### config.mk
export PLATFORM = sky130hd
export DESIGN_NAME = uart_tx_flat
export DESIGN_NICKNAME = d
export VERILOG_FILES = /design/src/rtl/uart_tx_if.sv /design/src/rtl/uart_tx.sv /design/src/flat_wrapper.sv
export SDC_FILE = /design/constraint.sdc
export NUM_CORES = 1
export LEC_CHECK = 0
export BUFFER_PORTS_ARGS = -buffer_cell sky130_fd_sc_hd__buf_2
export CELL_PAD_IN_SITES_DETAIL_PLACEMENT = 0
export CELL_PAD_IN_SITES_GLOBAL_PLACEMENT = 1
export CORE_UTILIZATION = 35
export CTS_BUF_LIST = sky130_fd_sc_hd__clkbuf_2 sky130_fd_sc_hd__clkbuf_4 sky130_fd_sc_hd__clkbuf_8
export CTS_CLUSTER_SIZE = 10
export DETAILED_ROUTE_END_ITERATION = 16
export PLACE_DENSITY_LB_ADDON = 0.1
export SYNTH_ARGS = -nofsm -noshare
export SYNTH_HDL_FRONTEND = slang
export SYNTH_SLANG_ARGS = --single-unit
### constraint.sdc
create_clock -name iClk -period 3.2 [get_ports iClk]
set_clock_uncertainty 0.05 [all_clocks]
set_input_delay 0.64 -clock iClk [delete_from_list [all_inputs] [get_ports iClk]]
set_output_delay 0.64 -clock iClk [all_outputs]
set_load 0.05 [all_outputs]
### src/rtl/uart_tx_if.sv
// Byte-in / serial-out bundle between a byte producer and the UART transmitter.
interface uart_tx_if;
    logic [7:0] iData;
    logic       iValid;
    logic       oReady;
    logic       oTx;
    logic       oBusy;

    modport master (
        output iData,
        output iValid,
        input  oReady,
        input  oTx,
        input  oBusy
    );

    modport slave (
        input  iData,
        input  iValid,
        output oReady,
        output oTx,
        output oBusy
    );
endinterface

### src/rtl/uart_tx.sv
// Buffered 8N1 UART transmitter: small byte FIFO feeding a bit serialiser.
// states: IDLE line high, waiting | START start bit | DATA bits 0..7 LSB first | STOP stop bit
module uart_tx #(
    parameter int CLK_FREQ   = 10000000,
    parameter int BAUD       = 115200,
    parameter int CLK_DIV    = CLK_FREQ / BAUD,
    parameter int FIFO_DEPTH = 4
) (
    input logic     iClk,
    input logic     iRstN,
    uart_tx_if.slave bus
);

    localparam int DIV_W = $clog2(CLK_DIV);
    localparam int PTR_W = $clog2(FIFO_DEPTH);
    localparam int CNT_W = PTR_W + 1;

    localparam logic [DIV_W-1:0] DIV_RELOAD = DIV_W'(CLK_DIV - 1);
    localparam logic [CNT_W-1:0] CNT_FULL   = CNT_W'(FIFO_DEPTH);

    typedef enum logic [1:0] {
        S_IDLE,
        S_START,
        S_DATA,
        S_STOP
    } state_t;

    logic [7:0]       r_mem [FIFO_DEPTH];
    logic [PTR_W-1:0] r_wr_ptr;
    logic [PTR_W-1:0] r_rd_ptr;
    logic [CNT_W-1:0] r_count;

    state_t           r_state;
    logic [DIV_W-1:0] r_div;
    logic [2:0]       r_bit_idx;
    logic [7:0]       r_shift;
    logic             r_tx;

    logic             w_push;
    logic             w_pop;
    logic             w_div_zero;
    logic             w_not_full;
    logic             w_not_empty;
    logic [7:0]       w_head;

    assign w_not_full  = (r_count != CNT_FULL);
    assign w_not_empty = (r_count != '0);
    assign w_push      = bus.iValid & w_not_full;
    assign w_div_zero  = (r_div == '0);
    assign w_head      = r_mem[r_rd_ptr];

    // The serialiser takes the head either from idle or at the end of a stop bit.
    always_comb begin
        w_pop = 1'b0;
        if (w_not_empty) begin
            if (r_state == S_IDLE)
                w_pop = 1'b1;
            else if ((r_state == S_STOP) && w_div_zero)
                w_pop = 1'b1;
        end
    end

    assign bus.oReady = w_not_full;
    assign bus.oBusy  = (r_state != S_IDLE) | w_not_empty;
    assign bus.oTx    = r_tx;

    always_ff @(posedge iClk) begin
        if (w_push)
            r_mem[r_wr_ptr] <= bus.iData;
    end

    always_ff @(posedge iClk or negedge iRstN) begin
        if (!iRstN) begin
            r_wr_ptr <= '0;
            r_rd_ptr <= '0;
            r_count  <= '0;
        end else begin
            if (w_push)
                r_wr_ptr <= r_wr_ptr + PTR_W'(1);
            if (w_pop)
                r_rd_ptr <= r_rd_ptr + PTR_W'(1);
            case ({w_push, w_pop})
                2'b10:   r_count <= r_count + CNT_W'(1);
                2'b01:   r_count <= r_count - CNT_W'(1);
                default: r_count <= r_count;
            endcase
        end
    end

    always_ff @(posedge iClk or negedge iRstN) begin
        if (!iRstN) begin
            r_state   <= S_IDLE;
            r_div     <= '0;
            r_bit_idx <= '0;
            r_shift   <= '0;
            r_tx      <= 1'b1;
        end else begin
            case (r_state)
                S_IDLE: begin
                    r_tx <= 1'b1;
                    if (w_pop) begin
                        r_shift <= w_head;
                        r_tx    <= 1'b0;
                        r_div   <= DIV_RELOAD;
                        r_state <= S_START;
                    end
                end
                S_START: begin
                    if (w_div_zero) begin
                        r_div     <= DIV_RELOAD;
                        r_tx      <= r_shift[0];
                        r_bit_idx <= '0;
                        r_state   <= S_DATA;
                    end else begin
                        r_div <= r_div - DIV_W'(1);
                    end
                end
                S_DATA: begin
                    if (w_div_zero) begin
                        r_div   <= DIV_RELOAD;
                        r_shift <= {1'b0, r_shift[7:1]};
                        if (r_bit_idx == 3'd7) begin
                            r_tx    <= 1'b1;
                            r_state <= S_STOP;
                        end else begin
                            r_tx      <= r_shift[1];
                            r_bit_idx <= r_bit_idx + 3'd1;
                        end
                    end else begin
                        r_div <= r_div - DIV_W'(1);
                    end
                end
                S_STOP: begin
                    // Chaining straight into the next start bit keeps frames gap-free.
                    if (w_div_zero) begin
                        if (w_pop) begin
                            r_shift <= w_head;
                            r_tx    <= 1'b0;
                            r_div   <= DIV_RELOAD;
                            r_state <= S_START;
                        end else begin
                            r_state <= S_IDLE;
                        end
                    end else begin
                        r_div <= r_div - DIV_W'(1);
                    end
                end
                default: begin
                    r_tx    <= 1'b1;
                    r_state <= S_IDLE;
                end
            endcase
        end
    end

endmodule

### src/flat_wrapper.sv
// flat-port wrapper written by rule: the top's interface ports become plain ports
module uart_tx_flat 
#(
    parameter int CLK_FREQ   = 10000000,
    parameter int BAUD       = 115200,
    parameter int CLK_DIV    = CLK_FREQ / BAUD,
    parameter int FIFO_DEPTH = 4
)
  (iClk, iRstN, bus_iData, bus_iValid, bus_oReady, bus_oTx, bus_oBusy);
  uart_tx_if bus_i ();
  input logic iClk;
  input logic iRstN;
  input wire logic [$bits(bus_i.iData)-1:0] bus_iData;
  input wire logic [$bits(bus_i.iValid)-1:0] bus_iValid;
  output wire logic [$bits(bus_i.oReady)-1:0] bus_oReady;
  output wire logic [$bits(bus_i.oTx)-1:0] bus_oTx;
  output wire logic [$bits(bus_i.oBusy)-1:0] bus_oBusy;
  assign bus_i.iData = bus_iData;
  assign bus_i.iValid = bus_iValid;
  assign bus_oReady = bus_i.oReady;
  assign bus_oTx = bus_i.oTx;
  assign bus_oBusy = bus_i.oBusy;
  uart_tx #(.CLK_FREQ(CLK_FREQ), .BAUD(BAUD), .CLK_DIV(CLK_DIV), .FIFO_DEPTH(FIFO_DEPTH)) u_core (.iClk(iClk), .iRstN(iRstN), .bus(bus_i));
endmodule
==> run_results.csv, run 1 <==
group,metric,value,unit
setup_path,worstPathCellList,"inv_1, ha_1, nor4b_1, a31oi_1, nor2_1, ha_1, inv_1, fa_1, xor2_1, nor2_1, xor2_1",
placement,place_ws,0.5061,ns
setup_path,crit_path_max_incr_delay,0.41,ns
clock_network,clk_pin_slew_worst_paths,0.07,ns
logic_synthesis,ys_ff_latch,60,
floorplan,die_width,93.05,um
finish,nets,264,
grt,grt_start_max_net_pins,29,
finish,n_fill_cell,722,
min_path,hp-class,"in2async",
detailed_routing,ant_nets,0,
floorplan,core-area,7888,um2
grt,grt_antenna_before_repair,0,
setup_path,critPathArrivalTime,2.89,ns
sta,setup_viol,0,
floorplan,start_util,36.79,%
clock_network,clock_sinks,60,
clock_network,cts_max_level,3,
detailed_routing,via_count,1784,
sta,hold_viol_final,0,
clock_network,cts_tree,"yes",
clock_network,cts_root_buffer,"clkbuf_8",
logic_synthesis,synth_area,2902,um2
logic_synthesis,netlist_instances,219,
clock_network,post_cts_resized,0,
logic_synthesis,ys.warnings.count,0,
finish,multi_input_area,1150,um2
clock_network,clockBufferDepth,2,
logic_synthesis,async_reset_ff_share,46.67,%
grt,top_usage_layer,"met2",
logic_synthesis,synth_area_leaders,"edfxtp_1, dfrtp_1, mux4_2",
flow_run,maxCapViolations,0,
floorplan,die-area,8658,um2
logic_synthesis,synth.distinct_cells,48,
clock_network,numCtsBuffers,9,
grt,grt_pass1_vias,1803,
sta,rsz0062_at_grt,"false",
floorplan,ios,14,
setup_path,end_kind,"flip-flop",
logic_synthesis,synth.top_cell.area_share,33.12,%
sta,layout_min_cycle_time,2.684,ns
grt,use_met3,3.740,%
placement,port_buffers,13,
placement,gp_congestion,0.7499,
clock_network,cts_setup_buffers,0,
finish,seq_area,1663,um2
detailed_routing,firstDrtPassIters,4,
finish,final_cell_mix,"edfxtp_1, dfrtp_1, mux2_2",
sta,fmax,372.6,MHz
sta,drv_slew,0,
grt,grt_usage,15.11,%
floorplan,die_height,93.05,um
setup_path,cp_num_buf_inv,2,
setup_path,critPathLaunch,"u_core.r_div[0]",
logic_synthesis,ys.flop_type,"edfxtp_1",
logic_synthesis,synth_area_leader_cell,"edfxtp_1",
grt,grt-ovfl-total,0,
power,ir_drop,277.7,uV
logic_synthesis,synth-edff-count,32,
sta,tns,0,ns
sta,setup_ws,0.5159,ns
power,power_density,625.7,nW/um2
finish,layout-drive-gt1-share,26.23,%
finish,final_common_cell,"edfxtp_1",
detailed_routing,wl,5.770,mm
power,leakage,1.321,nW
setup_path,start_kind,"flip-flop",
finish,syn2layout_area_growth,14.66,%
sta,tightest_slew,0.6549,ns
detailed_routing,wl_per_cell,16.68,um
status,status,"finished, final reports clean",
logic_synthesis,synth.net_count,244,
logic_synthesis,postSynthAreaPerCell,13.25,um2
floorplan,std_cell_rows,32,
detailed_routing,drc,0,
sta,maxSlewHeadroom,56.34,%
finish,diodes,0,
setup_path,worstSetupPathType,"reg2reg",
detailed_routing,vias_per_cell,5.156,
clock_network,clk_latency,0.33,ns
sta,period_share,83.88,%
logic_synthesis,ys_seq_area_share,57.31,%
detailed_routing,drt_iter0_drc,43,
setup_path,path_max_fanout,5,
setup_path,r2r_start,"u_core.r_div[0]",
clock_network,ctsHoldBuffers,0,
grt,use_met1,21.16,%
placement,hpwl,3.975,mm
grt,grt_pass1_wl,9.515,mm
grt,met2_usage,21.88,%
setup_path,cp_slowest_cell,"dfrtp_1",
setup_path,worstPathRequired,3.41,ns
setup_path,path_delay_family,"adder cells",
[cell usage after synthesis (2+ instances only)]
cell type  number
edfxtp_1       32
dfrtp_1        27
mux2_2         15
ha_1           13
inv_1          13
nor2_1         13
a21oi_1        11
mux4_2          8
nand2_1         8
nand3_1         7
and3_1          6
clkbuf_1        6
o21ai_0         6
nor3_1          5
xor2_1          4
a22o_1          3
a31oi_1         3
o22ai_1         3
a21o_1          2
a221oi_1        2
mux2i_1         2
o32ai_1         2
or3_1           2
xnor2_1         2
[final timing paths]
path / endpoint / slack, ns / cells past startpoint
min in group iClk: u_core.r_shift[2] / 0.46 / 1
max in group asynchronous: u_core.r_count[2] / 2.39 / 1
worst max register to register: u_core.r_count[2] / 0.52 / 11
worst min-delay path: u_core.r_div[6] / 0.28 / 1
worst max-delay path: u_core.r_count[2] / 0.52 / 11
worst min register to register: u_core.r_shift[2] / 0.46 / 1
[routing by layer]
| metal | up-vias | part of all wire (%) | routed length [um] |
|---|---|---|---|
| met5 | - | 0 | 0 |
| met4 | 0 | 1.9 | 107 |
| met3 | 10 | 2.5 | 146 |
| met2 | 22 | 45 | 2610 |
| met1 | 891 | 50 | 2905 |
| li1 | 861 | - | - |
[layout make-up]
| type | instances | share of cell area [%] |
|---|---|---|
| Clock buffer | 12 | 4.776 |
| Clock inverter | 4 | 2.181 |
| Inverter | 14 | 1.580 |
| Multi-Input combinational cell | 136 | 34.56 |
| Sequential cell | 60 | 49.98 |
| Tap cell | 102 | 3.836 |
| Timing Repair Buffer | 18 | 3.084 |
[power by group]
part,switching (mW),internal [mW]
sequential,0.0489,0.941
clock,0.297,0.489
combinational,0.190,0.116
total,0.536,1.55
[stage by stage]
step / cell area, um2 / instances / hold WS [ns] / util, % / power (mW)
finish: 3327 / 346 / 0.2840 / 42.18 / 2.082
CTS: 3327 / 346 / 0.2993 / 42.18 / 2.110
detailed placement: 3095 / 330 / 0.4427 / 39.24 / 1.319
global route: 3327 / 346 / 0.3416 / 42.18 / 2.186
global placement: 3095 / 330 / 0.4403 / 39.24 / 1.317
floorplan: 2902 / 219 / 0.2944 / - / 1.207
[flip-flops by register name, indices dropped and copies added, names as in the netlist]
name and count:
u_core.r_mem 32, u_core.r_shift 8, u_core.r_div 7, u_core.r_bit_idx 3
u_core.r_count 3, u_core.r_rd_ptr 2, u_core.r_state 2, u_core.r_wr_ptr 2
u_core.bus.oTx 1
[kinds of logic (layout without fill, tap and decap cells)]
kind of cell / after synthesis / count (layout) / share of synthesized area (%)
xor+xnor: 6 / 6 / 1.811
fa+ha+maj: 14 / 14 / 6.296
flops: 60 / 60 / 57.31
compound gates: 41 / 41 / 9.919
buf+inv: 23 / 48 / 3.061
simple gates: 50 / 50 / 8.884
mux: 25 / 25 / 12.72
Power figures use the tool's default switching activity.
==> run 2: changes to the inputs <==
ABC_AREA = 1   (was not set)
clock period = 2.2 ns   (was 3.2 ns; I/O delays follow)
==> run_results.csv, run 2 <==
group,metric,value,unit
status,status,"finished, final reports clean",
clock_network,clk_pin_slew_worst_paths,0.07,ns
sta,fmax,475.9,MHz
clock_network,clk_latency,0.33,ns
logic_synthesis,ys_ff_latch,60,
setup_path,r2r_setup_slack,0.1,ns
finish,diodes,0,
setup_path,worstPathRequired,2.36,ns
logic_synthesis,synth-edff-count,32,
sta,tightest_slew,0.6467,ns
sta,hold_viol_final,0,
finish,top_regs,"u_core.r_mem x32, u_core.r_shift x8, u_core.r_div x7",
detailed_routing,drc,0,
finish,nets,368,
clock_network,cts_tree,"yes",
finish,seq_area,1663,um2
power,power_density,1563,nW/um2
logic_synthesis,synth_area_leader_cell,"edfxtp_1",
grt,grt_usage,15.83,%
detailed_routing,firstDrtPassIters,4,
sta,maxSlewHeadroom,56.89,%
grt,grt_antenna_before_repair,0,
detailed_routing,wl_per_cell,13.59,um
logic_synthesis,synth_common_cells,"nand2_1, nand3_1, edfxtp_1, dfrtp_1, inv_1",
grt,grt-ovfl-total,0,
setup_path,critPathArrivalTime,2.27,ns
floorplan,die_width,93.83,um
detailed_routing,drt_iter0_drc,90,
setup_path,reg2reg_depth,14,
power,leakage,1.588,nW
sta,period_share,95.51,%
finish,final_common_cell,"nand2_1",
floorplan,std_cell_rows,33,
finish,largest_reg_flops,32,
sta,layout_min_cycle_time,2.101,ns
clock_network,cts_max_level,3,
setup_path,cp_slowest_cell,"dfrtp_1",
setup_path,path_delay_family,"adder cells",
floorplan,die_height,93.83,um
detailed_routing,via_count,2107,
setup_path,cp_num_buf_inv,4,
floorplan,start_util,36.10,%
sta,tns,0,ns
placement,gp_congestion,0.7668,
logic_synthesis,ys.flop_type,"edfxtp_1",
sta,drv_slew,0,
logic_synthesis,synth.top_cell.area_share,32.56,%
grt,grt_pass1_vias,2041,
logic_synthesis,postSynthAreaPerCell,9.773,um2
setup_path,critPathLaunch,"u_core.r_div[1]",
finish,syn2layout_area_growth,19.63,%
finish,max_flop_register,"u_core.r_mem",
setup_path,worstSetupPathType,"reg2reg",
logic_synthesis,ys.warnings.count,0,
clock_network,clockBufferDepth,2,
placement,port_buffers,13,
clock_network,cts_root_buffer,"clkbuf_8",
sta,setup_viol,0,
setup_path,endpoint,"u_core.r_count[2]",
clock_network,clock_sinks,60,
grt,grt_start_max_net_pins,29,
finish,multi_input_area,1199,um2
setup_path,path_max_fanout,3,
detailed_routing,vias_per_cell,4.651,
power,ir_drop,666.2,uV
logic_synthesis,synth_area,2952,um2
logic_synthesis,synth_most_common_cell,"nand2_1",
logic_synthesis,async_reset_ff_share,46.67,%
logic_synthesis,synth.distinct_cells,31,
logic_synthesis,netlist_instances,302,
setup_path,worstPathCellList,"inv_2, ha_4, inv_2, nor2_4, nand4_4, nand2_4, nand2_4, inv_4, ha_4, inv_2, fa_2, a21oi_2, o21ai_1, xnor2_1",
setup_path,r2r_start,"u_core.r_div[1]",
setup_path,start_kind,"flip-flop",
floorplan,core-area,8175,um2
grt,grt_pass1_wl,10.23,mm
setup_path,worstReg2RegEnd,"u_core.r_count[2]",
finish,n_fill_cell,828,
flow_run,maxCapViolations,0,
logic_synthesis,ys_seq_area_share,56.34,%
placement,hpwl,4.235,mm
detailed_routing,ant_nets,0,
floorplan,die-area,8804,um2
logic_synthesis,synth_area_leaders,"edfxtp_1, dfrtp_1, nand2_1",
setup_path,end_kind,"flip-flop",
finish,layout-drive-gt1-share,22.70,%
setup_path,worst-path-stages,14,
finish,final_cell_mix,"nand2_1, nand3_1, edfxtp_1, dfrtp_1, buf_4",
clock_network,numCtsBuffers,9,
setup_path,crit_path_frequent_cell,"inv_2",
detailed_routing,wl,6.156,mm
min_path,hp-class,"in2async",
logic_synthesis,synth.net_count,327,
floorplan,ios,14,
power,total_power,5.519,mW
setup_path,crit_path_max_incr_delay,0.40,ns
-- run 2: worst min-delay path by stage --
| stage | depth (start not counted) | end | slack (ns) |
|---|---|---|---|
| 6_report | 1 | u_core.r_shift[4] | 0.08 |
| 2_1_floorplan | 0 | u_core.r_bit_idx[0] | 0.09 |
| 3_5_place_dp | 2 | u_core.r_shift[2] | 0.41 |
| 4_1_cts | 1 | u_core.r_shift[4] | 0.10 |
| 3_3_place_gp | 2 | u_core.r_shift[5] | 0.41 |
| 5_1_grt | 1 | u_core.r_shift[4] | 0.12 |
-- run 2: power breakdown --
part           total (mW)  internal, mW  switching (mW)
Combinational        2.73          1.04            1.69
Clock               0.988         0.535           0.453
Sequential           1.80          1.57           0.236
Total                5.52          3.14            2.38
-- run 2: stage by stage --
step / setup slack [ns] / hold slack [ns] / util [%] / std cells / instance area (um2)
after detailed placement: 0.005368 / 0.4148 / 40.31 / 436 / 3296
after global placement: 0.02866 / 0.4051 / 40.31 / 436 / 3296
after global routing: -0.01728 / 0.1248 / 43.19 / 453 / 3531
after CTS: 0.02812 / 0.1023 / 42.73 / 452 / 3493
after floorplan: 0.002006 / 0.09441 / - / 302 / 2972
final: 0.09875 / 0.07539 / 43.19 / 453 / 3531
-- run 2: final cells by class --
cell class              count  area share, %
flip-flops and latches     60          47.09
multi-input cells         209          33.95
repair buffers             35          6.520
clock buffers              10          3.721
well taps                 105          3.721
inverters                  28          3.118
clock inverters             6          1.878
-- run 2: logic make-up (layout without fill, tap and decap cells) --
family                   Yosys count  count (layout)  share of synthesized area (%)
AO/OA/AOI/OAI                     22              22                          4.281
adder cells (fa/ha/maj)           14              14                          6.189
flip-flops                        60              60                          56.34
AND/OR/NAND/NOR                  165             165                          26.16
XOR/XNOR                           8               8                          2.374
buffers and inverters             33              79                          4.663
-- run 2: metal layers --
layer	track usage, %	vias to the layer above	wire (um)
met4	7.308	0	89
met1	22.03	1000	3073
met3	2.913	6	146
met2	23.84	21	2847
met5	0	-	0
li1	-	1080	-
-- run 2: timing repair --
item	4_1_cts	5_1_grt
resized for setup	1	9
pin swaps	0	4
buffers inserted	0	1
hold buffers	0	0
endpoints found under the setup margin	1	1
==> run 3: changes to the inputs <==
ABC_AREA = not set   (was 1)
==> run_results.csv, run 3 (synthesis gave the netlist of run 1 again) <==
group,metric,value,unit
clock_network,clockBufferDepth,2,
finish,layout-drive-gt1-share,38.55,%
setup_path,cp_num_buf_inv,2,
finish,final_cell_mix,"buf_4, edfxtp_1, dfrtp_1, buf_2, nor2_1",
grt,top_usage_layer,"met2",
floorplan,std_cell_rows,32,
setup_path,start_kind,"flip-flop",
clock_network,cts_tree,"yes",
setup_path,worstPathRequired,2.37,ns
sta,setup_viol,0,
detailed_routing,wl,5.923,mm
floorplan,ios,14,
flow_run,maxCapViolations,0,
floorplan,die_height,93.05,um
sta,fmax,454.7,MHz
detailed_routing,via_count,1892,
finish,multi_input_area,1231,um2
clock_network,clock_sinks,60,
status,status,"finished, final reports clean",
grt,met2_usage,26.04,%
sta,rsz0062_at_grt,"true",
power,power_density,805.7,nW/um2
clock_network,clk_latency,0.35,ns
clock_network,numCtsBuffers,9,
power,leakage,1.486,nW
floorplan,start_util,36.79,%
power,ir_drop,572.0,uV
grt,grt_start_max_net_pins,29,
finish,syn2layout_area_growth,24.75,%
grt,grt_antenna_before_repair,0,
sta,tightest_slew,0.6727,ns
finish,top_regs,"u_core.r_mem x32, u_core.r_shift x8, u_core.r_div x7",
finish,n_fill_cell,717,
grt,grt_usage,16.13,%
setup_path,cp_slowest_cell,"dfrtp_1",
placement,gp_congestion,0.7241,
floorplan,die_width,93.05,um
detailed_routing,vias_per_cell,5.019,
grt,use_met1,20.50,%
sta,setup_ws,0.0008824,ns
clock_network,ctsHoldBuffers,0,
min_path,hp-class,"in2async",
placement,place_ws,-0.06090,ns
finish,largest_reg_flops,32,
sta,drv_slew,0,
placement,hpwl,4.125,mm
placement,port_buffers,13,
finish,max_flop_register,"u_core.r_mem",
finish,diodes,0,
grt,grt-ovfl-total,0,
detailed_routing,ant_nets,0,
grt,use_met3,4.146,%
setup_path,worstSetupPathType,"reg2reg",
floorplan,core-area,7888,um2
detailed_routing,wl_per_cell,15.71,um
setup_path,end_kind,"flip-flop",
clock_network,cts_root_buffer,"clkbuf_8",
finish,seq_area,1663,um2
finish,final_core_util,45.89,%
clock_network,clk_pin_slew_worst_paths,0.07,ns
clock_network,cts_max_level,3,
detailed_routing,drt_iter0_drc,65,
finish,final_common_cell,"buf_4",
setup_path,crit_path_max_incr_delay,0.39,ns
floorplan,die-area,8658,um2
grt,grt_pass1_wl,10.32,mm
detailed_routing,firstDrtPassIters,4,
sta,layout_min_cycle_time,2.199,ns
detailed_routing,drc,0,
setup_path,path_max_fanout,3,
setup_path,worstPathCellList,"inv_2, ha_4, nor4b_4, a31oi_2, nor2_2, ha_2, inv_2, fa_2, xor2_1, nor2_1, xor2_1",
sta,hold_viol_final,0,
setup_path,path_delay_family,"adder cells",
setup_path,critPathArrivalTime,2.37,ns
finish,nets,295,
grt,grt_pass1_vias,2031,
sta,maxSlewHeadroom,55.15,%
sta,period_share,99.96,%
[run 3: cell types whose count changed in the layout (fill, tap and decap cells not counted), moves of 9 or more]
| cell | before | now |
|---|---|---|
| nand3_1 | 43 | 6 |
| nand2_1 | 91 | 8 |
| a21oi_1 | 2 | 11 |
| buf_4 | 22 | 35 |
[run 3: metal layers]
layer | wire length (um) | part of all wire, %
met1 | 2786 | 47
met2 | 2836 | 48
met3 | 184 | 3.1
met4 | 115 | 1.9
met5 | 0 | 0
[run 3: worst paths after layout]
kind                                    from                  to  slack (ns)  cells after the start
hold / removal                         iRstN     u_core.r_div[4]        0.08                      1
setup / recovery             u_core.r_div[1]   u_core.r_count[2]      0.0009                     11
min in group iClk               bus_iData[7]  u_core.r_mem[1][7]        0.25                      1
max in group asynchronous              iRstN   u_core.r_shift[5]        1.59                      1
hold reg to reg            u_core.r_shift[4]   u_core.r_shift[4]        0.47                      1
setup reg to reg             u_core.r_div[1]   u_core.r_count[2]      0.0009                     11
[run 3: repair_timing]
item                       in CTS  in global routing
pin swaps                       5                  2
setup buffers                  11                  1
gates resized for setup         3                  3
setup endpoints to repair       9                 13
[run 3: per-stage QoR]
| stage | total power [mW] | area, um2 | cells | setup TNS [ns] | hold slack (ns) |
|---|---|---|---|---|---|
| floorplan | 1.768 | 2963 | 219 | -1.109 | 0.09441 |
| global placement | 1.940 | 3318 | 350 | -0.06903 | 0.4406 |
| detailed placement | 1.936 | 3318 | 350 | -0.3094 | 0.4445 |
| CTS | 2.967 | 3608 | 377 | -0.04124 | 0.09882 |
| global route | 3.080 | 3620 | 377 | -0.2788 | 0.1199 |
| finish | 2.916 | 3620 | 377 | 0 | 0.07719 |
[run 3: area by class of cell]
cell class	count	area share, %
Multi-Input combinational cell	136	34.01
Timing Repair Buffer	49	9.609
Clock buffer	9	3.422
Tap cell	102	3.526
Inverter	14	1.452
Clock inverter	7	2.039
Sequential cell	60	45.94
[run 3: where the power goes]
group | leakage [nW] | total, mW | switching, mW | internal [mW]
Sequential | 0.625 | 1.44 | 0.0697 | 1.37
Clock | 0.102 | 1.02 | 0.486 | 0.531
Combinational | 0.759 | 0.464 | 0.279 | 0.184
Total | 1.49 | 2.92 | 0.835 | 2.08
